<file path="src/rtl/clock_display_pkg.sv">
// Shared constants and types for the six-digit clock display scanner.
// Segment patterns are logical active-high, ordered {g,f,e,d,c,b,a}.
package clock_display_pkg;

  localparam int NUM_DIGITS = 6;

  typedef enum logic {
    ON    = 1'b0,
    BLANK = 1'b1
  } scan_state_t;

  localparam logic [6:0] SEG_DIGIT [0:9] = '{
    7'h3F, 7'h06, 7'h5B, 7'h4F, 7'h66,
    7'h6D, 7'h7D, 7'h07, 7'h7F, 7'h6F
  };

  localparam logic [6:0] SEG_DASH = 7'b1000000;
  localparam logic [6:0] SEG_OFF  = 7'b0000000;

endpackage

</file>
<file path="src/rtl/clock_display_scanner_if.sv">
// Digit inputs from the clock counter and the multiplexed display pins.
// The scanner sits on the slave side; the counter/board side is the master.
interface clock_display_scanner_if;
  import clock_display_pkg::*;

  logic [3:0]            sec_ones;
  logic [3:0]            sec_tens;
  logic [3:0]            min_ones;
  logic [3:0]            min_tens;
  logic [3:0]            hour_ones;
  logic [3:0]            hour_tens;
  logic [6:0]            seg;
  logic                  dp;
  logic [NUM_DIGITS-1:0] an;
  logic                  frame_start;

  modport master (
    output sec_ones, sec_tens, min_ones, min_tens, hour_ones, hour_tens,
    input  seg, dp, an, frame_start
  );

  modport slave (
    input  sec_ones, sec_tens, min_ones, min_tens, hour_ones, hour_tens,
    output seg, dp, an, frame_start
  );

endinterface

</file>
<file path="src/rtl/clock_display_scanner_bcd_to_seg.sv">
// BCD digit to logical seven-segment pattern; non-BCD codes show a dash.
module bcd_to_seg
  import clock_display_pkg::*;
(
  input  logic [3:0] bcd,
  output logic [6:0] seg
);

  always_comb begin
    seg = SEG_DASH;
    case (bcd)
      4'd0:    seg = SEG_DIGIT[0];
      4'd1:    seg = SEG_DIGIT[1];
      4'd2:    seg = SEG_DIGIT[2];
      4'd3:    seg = SEG_DIGIT[3];
      4'd4:    seg = SEG_DIGIT[4];
      4'd5:    seg = SEG_DIGIT[5];
      4'd6:    seg = SEG_DIGIT[6];
      4'd7:    seg = SEG_DIGIT[7];
      4'd8:    seg = SEG_DIGIT[8];
      4'd9:    seg = SEG_DIGIT[9];
      default: seg = SEG_DASH;
    endcase
  end

endmodule

</file>
<file path="src/rtl/clock_display_scanner.sv">
// Six-digit multiplexed seven-segment scanner with per-frame snapshot,
// anti-ghosting blank tail per slot, hour-tens zero blanking and blinking dots.
//
//   state | meaning
//   ON    | digit idx driven with its snapshot pattern
//   BLANK | all digits off before idx advances
module clock_display_scanner
  import clock_display_pkg::*;
#(
  parameter int CLOCK_FREQ   = 50_000_000,
  parameter int SCAN_HZ      = 1000,
  parameter int BLANK_CYCLES = 500,
  parameter int COMMON_ANODE = 1
) (
  input  logic                    clk,
  input  logic                    reset,
  clock_display_scanner_if.slave  bus
);

  localparam int DIGIT_CYCLES = CLOCK_FREQ / SCAN_HZ;
  localparam int ON_CYCLES    = DIGIT_CYCLES - BLANK_CYCLES;
  localparam int CNT_W        = (DIGIT_CYCLES > 2) ? $clog2(DIGIT_CYCLES) : 1;

  localparam logic [CNT_W-1:0] CNT_LAST    = CNT_W'(DIGIT_CYCLES - 1);
  localparam logic [CNT_W-1:0] CNT_PRELAST = CNT_W'(DIGIT_CYCLES - 2);
  localparam logic [CNT_W-1:0] CNT_ON_LAST = CNT_W'(ON_CYCLES - 1);
  localparam logic [2:0]       IDX_LAST    = 3'(NUM_DIGITS - 1);
  localparam logic             INV         = (COMMON_ANODE != 0);

  generate
    if (BLANK_CYCLES < 1 || BLANK_CYCLES >= DIGIT_CYCLES) begin : g_param_check
      $error("clock_display_scanner: need 1 <= BLANK_CYCLES < DIGIT_CYCLES");
    end
  endgenerate

  scan_state_t           state;
  logic [2:0]            idx;
  logic [CNT_W-1:0]      cnt;
  logic [3:0]            snap [NUM_DIGITS];
  logic [3:0]            cur_digit;
  logic [6:0]            cur_seg;
  logic [6:0]            seg_q;
  logic                  dp_q;
  logic [NUM_DIGITS-1:0] an_q;
  logic                  frame_start_q;

  always_comb begin
    cur_digit = snap[0];
    case (idx)
      3'd1:    cur_digit = snap[1];
      3'd2:    cur_digit = snap[2];
      3'd3:    cur_digit = snap[3];
      3'd4:    cur_digit = snap[4];
      3'd5:    cur_digit = snap[5];
      default: cur_digit = snap[0];
    endcase
  end

  bcd_to_seg u_bcd_to_seg (
    .bcd (cur_digit),
    .seg (cur_seg)
  );

  always_ff @(posedge clk) begin
    if (!reset) begin
      state         <= ON;
      idx           <= '0;
      cnt           <= '0;
      for (int i = 0; i < NUM_DIGITS; i++) snap[i] <= '0;
      an_q          <= {NUM_DIGITS{INV}};
      seg_q         <= {7{INV}};
      dp_q          <= INV;
      frame_start_q <= 1'b0;
    end else begin
      // Look one cycle ahead so the pulse lands in the snapshot-load cycle.
      frame_start_q <= (idx == IDX_LAST) && (cnt == CNT_PRELAST);

      if (cnt == CNT_LAST) begin
        cnt   <= '0;
        state <= ON;
        idx   <= (idx == IDX_LAST) ? 3'd0 : idx + 3'd1;
        if (idx == IDX_LAST) begin
          snap[0] <= bus.sec_ones;
          snap[1] <= bus.sec_tens;
          snap[2] <= bus.min_ones;
          snap[3] <= bus.min_tens;
          snap[4] <= bus.hour_ones;
          snap[5] <= bus.hour_tens;
        end
      end else begin
        cnt <= cnt + 1'b1;
        if (cnt == CNT_ON_LAST) state <= BLANK;
      end

      if (state == ON) begin
        if (idx == IDX_LAST && snap[5] == 4'd0) begin
          an_q  <= {NUM_DIGITS{INV}};
          seg_q <= SEG_OFF ^ {7{INV}};
        end else begin
          an_q  <= (NUM_DIGITS'(1) << idx) ^ {NUM_DIGITS{INV}};
          seg_q <= cur_seg ^ {7{INV}};
        end
        dp_q <= ((idx == 3'd2 || idx == 3'd4) && !snap[0][0]) ^ INV;
      end else begin
        an_q  <= {NUM_DIGITS{INV}};
        seg_q <= SEG_OFF ^ {7{INV}};
        dp_q  <= INV;
      end
    end
  end

  assign bus.seg         = seg_q;
  assign bus.dp          = dp_q;
  assign bus.an          = an_q;
  assign bus.frame_start = frame_start_q;

endmodule

</file>
<file path="src/flat_wrapper.sv">
// flat-port wrapper written by rule: the top's interface ports become plain ports
module clock_display_scanner_flat import clock_display_pkg::*;
#(
  parameter int CLOCK_FREQ   = 50_000_000,
  parameter int SCAN_HZ      = 1000,
  parameter int BLANK_CYCLES = 500,
  parameter int COMMON_ANODE = 1
)
  (clk, reset, bus_sec_ones, bus_sec_tens, bus_min_ones, bus_min_tens, bus_hour_ones, bus_hour_tens, bus_seg, bus_dp, bus_an, bus_frame_start);
  clock_display_scanner_if bus_i ();
  input  logic clk;
  input  logic reset;
  input wire logic [$bits(bus_i.sec_ones)-1:0] bus_sec_ones;
  input wire logic [$bits(bus_i.sec_tens)-1:0] bus_sec_tens;
  input wire logic [$bits(bus_i.min_ones)-1:0] bus_min_ones;
  input wire logic [$bits(bus_i.min_tens)-1:0] bus_min_tens;
  input wire logic [$bits(bus_i.hour_ones)-1:0] bus_hour_ones;
  input wire logic [$bits(bus_i.hour_tens)-1:0] bus_hour_tens;
  output wire logic [$bits(bus_i.seg)-1:0] bus_seg;
  output wire logic [$bits(bus_i.dp)-1:0] bus_dp;
  output wire logic [$bits(bus_i.an)-1:0] bus_an;
  output wire logic [$bits(bus_i.frame_start)-1:0] bus_frame_start;
  assign bus_i.sec_ones = bus_sec_ones;
  assign bus_i.sec_tens = bus_sec_tens;
  assign bus_i.min_ones = bus_min_ones;
  assign bus_i.min_tens = bus_min_tens;
  assign bus_i.hour_ones = bus_hour_ones;
  assign bus_i.hour_tens = bus_hour_tens;
  assign bus_seg = bus_i.seg;
  assign bus_dp = bus_i.dp;
  assign bus_an = bus_i.an;
  assign bus_frame_start = bus_i.frame_start;
  clock_display_scanner #(.CLOCK_FREQ(CLOCK_FREQ), .SCAN_HZ(SCAN_HZ), .BLANK_CYCLES(BLANK_CYCLES), .COMMON_ANODE(COMMON_ANODE)) u_core (.clk(clk), .reset(reset), .bus(bus_i));
endmodule
</file>
<file path="config.mk">
export PLATFORM = sky130hd
export DESIGN_NAME = clock_display_scanner_flat
export DESIGN_NICKNAME = d
export VERILOG_FILES = /design/src/rtl/clock_display_pkg.sv /design/src/rtl/clock_display_scanner_if.sv /design/src/rtl/clock_display_scanner_bcd_to_seg.sv /design/src/rtl/clock_display_scanner.sv /design/src/flat_wrapper.sv
export SDC_FILE = /design/constraint.sdc
export NUM_CORES = 1
export LEC_CHECK = 0
export ABC_AREA = 1
export CAP_MARGIN = 20
export CORE_UTILIZATION = 59
export CTS_CLUSTER_DIAMETER = 80
export CTS_CLUSTER_SIZE = 40
export DETAILED_ROUTE_END_ITERATION = 12
export GPL_TIMING_DRIVEN = 0
export PLACE_DENSITY = 0.92
export SLEW_MARGIN = 0
export SYNTH_ARGS = -nofsm -noshare
export SYNTH_HDL_FRONTEND = slang
export SYNTH_HIERARCHICAL = 1
export SYNTH_SLANG_ARGS = --single-unit
export TNS_END_PERCENT = 5
</file>
<file path="constraint.sdc">
create_clock -name clk -period 6.7 [get_ports clk]
set_clock_uncertainty 0.05 [all_clocks]
set_input_delay 1.34 -clock clk [delete_from_list [all_inputs] [get_ports clk]]
set_output_delay 1.34 -clock clk [all_outputs]
set_load 0.05 [all_outputs]
</file>
### Yosys cells after proc, flatten, opt, wreduce, memory -nomap -nowiden

Memories as Yosys holds them, arrays and structs flattened.
Cells that the tools add are included.

* add/sub/neg operators: 2
* eq/ne operators: 8
* shift operators: 1
* multiplexer cells: 13
* bitwise operators: 10
* reductions and logical operators: 9

Operators with widths (number)
* 16-bit == test, second input constant: 3
* 4-bit two-way mux: 6
* 4-bit one-hot mux with 5 select lines: 1
* 16-bit by 1-bit adder with 16-bit output, second input constant: 1
* 7-bit NOT: 1
* 3-bit by 2-bit == test with 1-bit output, second input constant: 2
* 3-bit == test, second input constant: 2
* 6-bit NOT: 1
* 1-bit OR: 6
* 1-bit by 3-bit left shift with 6-bit output, first input constant: 1
* 1-bit two-way mux: 5
* 4-bit logical NOT: 1
* 2-bit OR reduction: 2
* 3-bit by 1-bit adder with 3-bit output, second input constant: 1
* 3-bit by 1-bit == test with 1-bit output, second input constant: 1
* 1-bit logical AND: 3
* 3-bit two-way mux: 1
* 3-bit OR reduction: 1
* 1-bit NOT: 2
* 1-bit logical NOT: 1
* 1-bit logical OR: 1

* flip-flop bits (word level): 35
* memory bits (writable): 24
* bits in read-only memories: 112
* word-level logic and storage cells: 52
* memories kept: 2

Memories
* (no name shown): depth 16, bits a word 7, read ports 1, clocked after Yosys merged registers in 0, write ports 0, RTL line clock_display_scanner_bcd_to_seg.sv:11 `case (bcd)`
* u_core.snap: depth 6, bits a word 4, read ports 6, clocked after Yosys merged registers in 0, write ports 6, RTL line clock_display_scanner.sv:39 `logic [3:0] snap [NUM_DIGITS];`

### Logic depth before layout (Yosys ltp)

* depth in word-level cells: 6
* mapped depth: 16
* depth with buffers taken out: 15

### Cells and area by module

The synthesis kept the hierarchy.

By module, submodules not included
* clock_display_scanner: times used 1, cells an instance 346, area each 2788.9 sq um, seq. area each 1421.4 sq um
* bcd_to_seg: times used 1, cells an instance 36, area each 192.7 sq um, seq. area each 0.0 sq um

### Worst setup path before layout

Ideal clock, no wire load.

* kind: register to register
* start: reg u_core.cnt[0]
* end: mem u_core.snap[0][0] (enable)
* library setup time: 438 ps
* data arrival time: 2728 ps
* data required time: 6212 ps
* path slack: 3483 ps
* stages on the path, launching flop included: 6
* period minus slack after synthesis: 3217 ps
* cells stage by stage: dfxtp_1 -> ha_1 -> nand3_2 -> nor2_4 -> nand2_2 -> o21ai_0

RTL lines
* from (decl): RTL line clock_display_scanner.sv:38 `logic [CNT_W-1:0] cnt;`
* from (signal assigned): RTL line clock_display_scanner.sv:91 `cnt <= cnt + 1'b1;`
* to (decl): RTL line clock_display_scanner.sv:39

### Worst setup path after layout

* start: reg u_core.seg_q[5], in the netlist u_core/bus.seg[5]
* end: out bus_seg[5]

RTL lines
* from (decl): RTL line clock_display_scanner.sv:42 `logic [6:0] seg_q;`
* from (signal assigned): RTL line clock_display_scanner.sv:71 `seg_q <= {7{INV}};`
* from (signal assigned): RTL line clock_display_scanner.sv:98 `seg_q <= SEG_OFF ^ {7{INV}};`
* from (signal assigned): RTL line clock_display_scanner.sv:101 `seg_q <= cur_seg ^ {7{INV}};`
* to (decl): RTL line flat_wrapper.sv:19 `output wire logic [$bits(bus_i.seg)-1:0] bus_seg;`

No word-level cell between the ends.

==> flow_metrics.py <==
metrics = {
    "status": {
        "run_status": "completed",
    },
    "critical_path": {
        "cp.arrival_ns": 1.45,
        "critPathSlowestCell": "clkdlybuf4s50_1",
        "crit_chain": "clkdlybuf4s50_1",
        "critPathRequiredTime_ns": 5.31,
        "critical_path.top_delay_family": "buffers and inverters",
        "end_kind": "output port",
        "crit_fanout": 1,
        "slowest_delay_ns": 0.80,
        "crit_buf_inv": 1,
        "critical_path_class": "reg2out",
        "cp-start-kind": "register",
    },
    "grt": {
        "grt_pass1_vias": 2433,
        "grtUsageTotal_pct": 25.8,
        "grt_overflow_total": 0,
        "antenna_found_initial": 0,
        "grt_max_degree": 20,
        "grt_pass1_wl_um": 10300,
    },
    "route": {
        "vias": 2568,
        "ant_nets": 0,
        "drt-initial-drc-count": 233,
        "drc": 0,
        "viasPerCell": 5.09,
        "wl_per_cell_um": 12.3,
        "drtPass1Iterations": 5,
        "wirelength_um": 6200,
    },
    "clock_tree": {
        "clkTransAtPathRegs_ns": 0.06,
        "cts_max_level": 3,
        "cts_buffers": 9,
        "cts_resized": 0,
        "cts_root_buf": "clkbuf_8",
        "cts_tree": "done",
        "clk-insertion-delay-late_ns": 0.32,
        "post_cts_buffers": 0,
        "postCtsHoldBufs": 0,
        "clkSinkCount": 59,
        "cts_buffer_depth": 2,
    },
    "layout": {
        "multi_input_area_sq_mm": 0.00123,
        "nets": 468,
        "final_layout_size_suffix_gt1_share_pct": 12.1,
        "register_area_sq_mm": 0.00142,
        "fill_cells": 359,
        "syn2layout_area_growth_pct": 22.5,
        "num_antenna_cells": 0,
    },
    "pwr": {
        "p_per_area_mw_per_mm2": 207,
        "p_leak_nw": 1.63,
        "irDropWorstVdd_uv": 185,
    },
    "placement": {
        "place_hpwl_um": 4530,
        "gp_congestion": 0.897,
        "io_buffers": 39,
    },
    "timing": {
        "worst_pin_slew_ns": 0.512,
        "relSlewSlack_pct": 65.8,
        "maxSlewViolCount": 0,
        "rsz0062_at_grt": "no",
        "setup_viol": 0,
        "finalHoldViolCount": 0,
        "final.min_clock_period_ns": 2.84,
        "fmax_ghz": 0.352,
        "period_share_pct": 42.4,
        "hold_slack_ns": 0.439,
        "setup_tns_ns": 0,
    },
    "min_path": {
        "hp-class": "reg2reg",
    },
    "synth": {
        "synth_nets": 417,
        "yosysSeqAreaShare_pct": 47.7,
        "synth_cell_types": 29,
        "avgSynthCellArea_sq_um": 7.81,
        "ys_warn_count": 6,
        "synth_top_area_share_pct": 24.2,
        "synth_seq_cells": 59,
        "ys_top_cells_by_count": "79 x nand2_1, 71 x inv_1, 51 x nor2_1",
        "synth_top_flop_cell": "dfxtp_1",
        "yosys-top-cells-area": "edfxtp_1 24%, dfxtp_1 23%, nand2_1 9.9%",
        "synth_edf_count": 24,
        "async_flop_share_pct": 0,
        "yosysTopAreaCell": "edfxtp_1",
        "synthCells": 382,
        "synth_area_sq_mm": 0.00298,
        "yosysMostFrequentCell": "nand2_1",
    },
    "run": {
        "cap_violations": 0,
    },
    "floorplanning": {
        "die_y_um": 73.1,
        "io_pins": 41,
        "die_area_sq_mm": 0.00534,
        "row_count": 25,
        "core_region_area_sq_mm": 0.00479,
        "die_w_um": 73.1,
        "start_util_pct": 62.3,
    },
}
[per-layer routing]
layer / vias up / track usage [%] / part of all wire (%)
li1: 1293 / - / -
met1: 1152 / 30.2 / 43
met2: 106 / 44.1 / 49
met3: 17 / 6.08 / 5.9
met4: 0 / 12.9 / 2.1
met5: - / 0 / 0
[per-stage QoR]
stage	util [%]	instances	power, mW	worst slack [ns]	instance area [sq um]
after floorplan	-	382	0.431	3.48	2980
after detailed placement	72.6	489	0.459	4.18	3470
final	76.3	505	0.754	3.86	3650
after CTS	76.3	505	0.758	3.85	3650
after global placement	72.2	488	0.455	2.97	3460
after global routing	76.3	505	0.781	3.82	3650
[final timing paths]
check | from | slack [ns] | endpoint | cells past startpoint
setup / recovery | u_core/bus.seg[5]$_SDFF_PP1_ | 3.86 | bus_seg[5] | 1
hold / removal | u_core/snap[0][0]$_SDFFCE_PN0P_ | 0.44 | u_core/bus.dp$_SDFF_PP1_ | 2
hold reg to reg | u_core/snap[0][0]$_SDFFCE_PN0P_ | 0.44 | u_core/bus.dp$_SDFF_PP1_ | 2
setup reg to reg | u_core/idx[2]$_SDFFE_PN0N_ | 4.10 | u_core/bus.seg[3]$_SDFF_PP1_ | 15
[registers in the layout (all words and copies together) (netlist names)]
| name | count |
|---|---|
| u_core/idx | 3 |
| u_core/state | 1 |
| u_core/bus.dp | 1 |
| u_core/cnt | 16 |
| u_core/bus.an | 6 |
| u_core/bus.frame_start | 1 |
| u_core/snap | 24 |
| u_core/bus.seg | 7 |
[cells in the final DEF (no fill, tap or decap), drive strengths merged]
master	instances
nand2	82
nor2	74
inv	72
clkdlybuf4s50	39
dfxtp	35
nand3	30
edfxtp	24
a21oi	14
nand4	14
clkbuf	13
buf	10
ha	9
o21ai	9
nor4	2
nor3	2
xor2	2
clkinv	2
bufinv	1
nand3b	1
o21bai	1
or2	1
o211ai	1
[worst reg2reg max path: cells and delay by family, from the launching register on]
family	cells	cell delay (ns)
buffers and inverters	5	0.74
adders and majority gates	2	0.60
and+or+nand+nor	7	0.48
DFF	1	0.31
AOI/OAI and AO/OA	1	0.30
[area by class of cell]
type	instances	area share (%)
Clock inverter	3	1.06
Sequential cell	59	38.9
Buffer	9	1.82
Multi-Input combinational cell	242	33.6
Timing Repair Buffer	40	11.1
Tap cell	67	2.30
Inverter	72	7.40
Clock buffer	13	3.80
[cell families (layout without fill, tap and decap cells)]
logic type               Yosys count  after routing  synth area share [%]
buffers and inverters             81            137                  11.3
XOR/XNOR                           2              2                 0.588
flip-flops                        59             59                  47.7
adder cells (fa/ha/maj)            9              9                  3.78
AND/OR/NAND/NOR                  206            206                  32.2
AO/OA/AOI/OAI                     25             25                  4.49
[power by group]
part	total [mW]	switching, mW	leakage [nW]	internal, mW
Combinational	0.0617	0.0350	1.03	0.0266
Sequential	0.390	0.00548	0.513	0.385
Clock	0.302	0.131	0.0890	0.171
(Power assumes the default switching activity.)
